### config.mk
export PLATFORM = sky130hd
export DESIGN_NAME = pattern_serializer
export DESIGN_NICKNAME = d
export VERILOG_FILES = /design/src/rtl/pattern_serializer.sv
export SDC_FILE = /design/constraint.sdc
export NUM_CORES = 1
export LEC_CHECK = 0
export ABC_AREA = 1
export CORE_UTILIZATION = 45
export CTS_CLUSTER_SIZE = 40
export DETAILED_ROUTE_END_ITERATION = 16
export DONT_BUFFER_PORTS = 1
export PLACE_DENSITY = 0.72
export SLEW_MARGIN = 10
export SYNTH_ARGS = -nofsm -noshare
export SYNTH_HDL_FRONTEND = slang
export SYNTH_SLANG_ARGS = --single-unit
### constraint.sdc
create_clock -name clk_i -period 1.45 [get_ports clk_i]
set_input_delay 0.29 -clock clk_i [delete_from_list [all_inputs] [get_ports clk_i]]
set_output_delay 0.29 -clock clk_i [all_outputs]
set_load 0.05 [all_outputs]
### src/rtl/pattern_serializer.sv
// pattern_serializer
// Parallel-to-serial feeder for the pattern detector. Accepts WIDTH-bit words
// over a valid/ready handshake and emits one bit per advance on data_o.
// Back-to-back words stream with no idle bit in between, so patterns that
// straddle a word boundary arrive at the detector intact.
//
// Parameters
//   WIDTH     word width in bits (>= 2)
//   MSB_FIRST 1: bit WIDTH-1 goes out first; 0: bit 0 goes out first
//
// Ports
//   clk_i        single clock, rising edge
//   reset_i      synchronous active-low reset
//   word_i       parallel word to serialize
//   valid_i      word_i is valid
//   ready_o      word can be accepted this cycle (combinational from state)
//   bit_en_i     advance qualifier (tie high when feeding the detector)
//   data_o       serial bit (registered)
//   bit_valid_o  data_o carries a word bit (registered)
//   frame_o      data_o is the first bit of a word (registered)
module pattern_serializer #(
  parameter int WIDTH     = 8,
  parameter bit MSB_FIRST = 1'b1
) (
  input  logic             clk_i,
  input  logic             reset_i,
  input  logic [WIDTH-1:0] word_i,
  input  logic             valid_i,
  output logic             ready_o,
  input  logic             bit_en_i,
  output logic             data_o,
  output logic             bit_valid_o,
  output logic             frame_o
);

  localparam int             CW       = $clog2(WIDTH);
  localparam logic [CW-1:0]  CNT_LAST = CW'(WIDTH - 1);
  localparam logic [CW-1:0]  CNT_ZERO = CW'(0);
  localparam logic [CW-1:0]  CNT_ONE  = CW'(1);

  typedef enum logic [0:0] {
    ST_IDLE  = 1'b0,
    ST_SHIFT = 1'b1
  } state_t;

  state_t           state_r, state_nxt_s;
  logic [WIDTH-1:0] shreg_r, shreg_nxt_s;
  logic [CW-1:0]    cnt_r, cnt_nxt_s;
  logic             data_r, data_nxt_s;
  logic             bit_valid_r, bit_valid_nxt_s;
  logic             frame_r, frame_nxt_s;
  logic             last_bit_s;
  logic             accept_s;

  // Bit that sits at the send end of a word.
  function automatic logic send_bit(input logic [WIDTH-1:0] w);
    return MSB_FIRST ? w[WIDTH-1] : w[0];
  endfunction

  // Move the word one position toward the send end, filling with zero.
  function automatic logic [WIDTH-1:0] shift_word(input logic [WIDTH-1:0] w);
    return MSB_FIRST ? {w[WIDTH-2:0], 1'b0} : {1'b0, w[WIDTH-1:1]};
  endfunction

  // The last bit of the current word is about to retire on this edge, which
  // is the only moment a new word can be chained in without a gap.
  assign last_bit_s = (state_r == ST_SHIFT) && (cnt_r == CNT_LAST) && bit_en_i;
  assign ready_o    = (state_r == ST_IDLE) || last_bit_s;
  assign accept_s   = valid_i && ready_o;

  assign data_o      = data_r;
  assign bit_valid_o = bit_valid_r;
  assign frame_o     = frame_r;

  // State and datapath registers with synchronous active-low reset.
  always_ff @(posedge clk_i) begin
    if (!reset_i) begin
      state_r     <= ST_IDLE;
      shreg_r     <= {WIDTH{1'b0}};
      cnt_r       <= CNT_ZERO;
      data_r      <= 1'b0;
      bit_valid_r <= 1'b0;
      frame_r     <= 1'b0;
    end else begin
      state_r     <= state_nxt_s;
      shreg_r     <= shreg_nxt_s;
      cnt_r       <= cnt_nxt_s;
      data_r      <= data_nxt_s;
      bit_valid_r <= bit_valid_nxt_s;
      frame_r     <= frame_nxt_s;
    end
  end

  // Next-state selection.
  always_comb begin
    state_nxt_s = state_r;
    case (state_r)
      ST_IDLE: begin
        if (accept_s) begin
          state_nxt_s = ST_SHIFT;
        end else begin
          state_nxt_s = ST_IDLE;
        end
      end
      ST_SHIFT: begin
        if (last_bit_s && !accept_s) begin
          state_nxt_s = ST_IDLE;
        end else begin
          state_nxt_s = ST_SHIFT;
        end
      end
      default: begin
        state_nxt_s = ST_IDLE;
      end
    endcase
  end

  // Next values of the shift register, bit counter and registered outputs.
  always_comb begin
    shreg_nxt_s     = shreg_r;
    cnt_nxt_s       = cnt_r;
    data_nxt_s      = data_r;
    bit_valid_nxt_s = bit_valid_r;
    frame_nxt_s     = frame_r;
    if (accept_s) begin
      // Load from IDLE or chained after the last bit: identical behaviour.
      shreg_nxt_s     = word_i;
      cnt_nxt_s       = CNT_ZERO;
      data_nxt_s      = send_bit(word_i);
      bit_valid_nxt_s = 1'b1;
      frame_nxt_s     = 1'b1;
    end else if ((state_r == ST_IDLE) || last_bit_s) begin
      // Line rests at zero between words.
      data_nxt_s      = 1'b0;
      bit_valid_nxt_s = 1'b0;
      frame_nxt_s     = 1'b0;
    end else if (bit_en_i) begin
      shreg_nxt_s     = shift_word(shreg_r);
      cnt_nxt_s       = cnt_r + CNT_ONE;
      data_nxt_s      = send_bit(shift_word(shreg_r));
      bit_valid_nxt_s = 1'b1;
      frame_nxt_s     = 1'b0;
    end else begin
      // Stalled: the current bit stays on the line.
      shreg_nxt_s     = shreg_r;
      cnt_nxt_s       = cnt_r;
      data_nxt_s      = data_r;
      bit_valid_nxt_s = bit_valid_r;
      frame_nxt_s     = frame_r;
    end
  end

endmodule

==> metrics.txt <==
Setup-failing EPs final 1; Worst path slowest cell dfxtp_2; mux contribution to synthesized area 0%; post-synthesis simple-gate area fraction between 30 and 40%; clk buf depth 2; Via-to-Cell Ratio between 5 and 6; core area approximately 0.0015 mm²; hold crit path type primary input to flip-flop; number of buffers created by CTS 3; DRT Wirelength 1920 µm; syn_area_per_cell roughly 7.8 µm²; CTS clock-pin slew for the worst setup and hold paths 0.09 ns; Synth Area in Compound Gates about a tenth; vias in the first global route ~670; WHS Path Cells 2; failing checks negative setup slack; vias 730; worst path arrival time between 1 and 1.5 ns; f_max a little over 600 MHz; TritonCTS clock tree yes; XOR/XNOR share of the synthesized area between 1 and 1.5%; Max Cap Viol 0; final hold viol count 0; Die X 42.7 µm; LEAKAGE approximately 0.40 nW; total gr overflow 0; Critical Path End Type output port; io pins 16; H-tree levels 1; max_slew headroom 65.6%; critical path peak fanout 2; Clock Skews roughly 0.00079 ns; WL met1 818 µm; RSZ-0062 raised after global routing true; area grow syn2layout 22.4%; n_diodes 0; R2R cell count 8; initial drt markers 18; I/O Buffers 0; Clock Latency Late Sink around 0.29 ns; final setup margin -0.203 ns; Req. time, crit path between 1 and 1.5 ns; power per cell area between 900 and 1000 mW/mm²; Global Route Usage Sum just over 20%; worst-margin pin slew just over 0.5 ns; Seq cells post-synth 14; share of post-route cells with drive strength above 1 31.8%; CTS root buf clkbuf_4; router iterations before antenna repair 4; main combinational cell family by area after synthesis simple AND/OR/NAND/NOR gates; Clock Sink Count 14; Hold Path Sink state_r; # DRC 0; worst reg2reg setup slack 0.02 ns; YS warnings 0; Util after Layout about 60%; top sig layer met4; largest net degree at the start of global routing 17; Synth Area in Adders between 3 and 4%; Netlist cell types 20; Tmin final approximately 1.7 ns; total power between 0.9 and 1 mW; row count 14; sequential share of the synthesized area between 30 and 40%; CP max stage delay 0.35 ns; dpl hpwl approximately 1100 µm; CP cell instances ha_4 > ha_4 > inv_4 > nand2_4 > nand2_4 > clkinvlp_4; peak supply drop between 0.7 and 0.8 mV; routability cong. 0.776; commonest cells after routing, fill and taps aside 17 x nand2_1, 12 x nand4_1, 12 x dfxtp_1; post-synth design cell area around 750 µm²; Mapped Nets between 100 and 150; Detail Route met2 WL between 900 and 1000 µm; met3 wire length slightly below 100 µm; Hold Startpoint reset_i; Final Cycle Share 114%; Critical R2R Capture cnt_r[1]; Final nets 122; Post-DRT Antenna Nets 0; WL/cell 15.6 µm; Die ar. 0.00183 mm²; commonest non-fill, non-tap cell in the layout nand2_1; hold_buf cts 0; worst r2r src cnt_r[0]; status finished, violations left; kind of critical path flip-flop to output port; first-pass GRT wire length about 2800 µm; starting density of the core approximately half; Die H roughly 43 µm; initial antenna violation count 0; Pins Over Slew Limit 0; Cells after Synth between 90 and 100; Startpoint Class flip-flop
==> metrics by stage <==
step | TNS (ns) | area [µm²] | worst slack (ns) | hold WS (ns) | instances
floorplan | 0 | 758 | 0.0116 | 0.415 | 96
global placement | 0 | 763 | 0.0396 | 0.428 | 112
detailed placement | 0 | 763 | 0.0115 | 0.425 | 112
CTS | -0.306 | 875 | -0.208 | 0.135 | 122
global route | -0.242 | 915 | -0.228 | 0.132 | 123
finish | -0.203 | 915 | -0.203 | 0.130 | 123
==> kinds of logic after synthesis <==
logic type	after synthesis
AO/OA/AOI/OAI	14
XOR/XNOR	1
adder cells (fa/ha/maj)	2
buffers and inverters	18
flip-flops	14
AND/OR/NAND/NOR	47
==> cell type report <==
| class | instances | area, µm² |
|---|---|---|
| clock buffer | 4 | 36.3 |
| fill | 131 | 609 |
| inverter | 13 | 55.1 |
| multi-input combinational | 66 | 438 |
| sequential | 14 | 283 |
| tap | 16 | 20.0 |
| timing repair buffer | 10 | 82.6 |
==> registers in the layout, summed over array words and instances (netlist names) <==
| signal | cells |
|---|---|
| data_o | 1 |
| state_r | 1 |
| cnt_r | 3 |
| bit_valid_o | 1 |
| frame_o | 1 |
| shreg_r | 7 |
==> routing by layer <==
metal / up-vias / GRT usage [%]
li1: 350 / -
met1: 349 / 24.3
met2: 29 / 34.5
met3: 2 / 4.68
met4: 0 / 7.50
met5: - / 0
==> worst max-delay path, delay by kind of cell (launching register included) <==
family	cells	cell delay (ns)
adder cells (fa/ha/maj)	2	0.31
buffers and inverters	2	0.29
flip-flops	1	0.35
AND/OR/NAND/NOR	2	0.13
==> report_power, final <==
part	leakage [nW]	internal, mW	switching [mW]	total, mW
registers	0.116	0.411	0.0404	0.452
clock network	0.0210	0.153	0.138	0.291
logic	0.258	0.0644	0.101	0.165
total	0.395	0.629	0.279	0.908
==> cells in the mapped netlist <==
cell type  count  area share, %
a21oi_1       10            6.7
a21oi_2        1            1.2
buf_4          2            2.0
buf_6          2            3.0
buf_8          1            2.0
dfxtp_1       14             38
ha_1           2            3.3
inv_1         11            5.5
inv_2          2            1.0
nand2_1       17            8.5
nand2_2        2            1.7
nand2_4        2            3.0
nand3_1        9            6.0
nand3_2        1            1.3
nand3_4        1            2.3
nand4_1       12             10
nor2_1         3            1.5
o21ai_0        1           0.67
o21ai_1        2            1.3
xor2_1         1            1.2
==> worst max-delay path by stage <==
stage | slack (ns) | start | end | depth (start not counted)
2_1_floorplan | 0.01 | cnt_r[0] | ready_o | 6
3_3_place_gp | 0.04 | cnt_r[0] | ready_o | 6
3_5_place_dp | 0.01 | cnt_r[0] | ready_o | 6
4_1_cts | -0.21 | cnt_r[1] | ready_o | 6
5_1_grt | -0.23 | cnt_r[0] | ready_o | 6
6_report | -0.20 | cnt_r[0] | ready_o | 6
==> timing repair <==
action | CTS | global route
endpoints found under the setup margin | 1 | 11
gates resized for setup | 5 | 7
pin swaps | 7 | 10
cloned | 0 | 2
buffers inserted | 6 | 1
endpoints found under the hold margin | 0 | 0
Note: power is estimated with default switching activity, not from simulation.
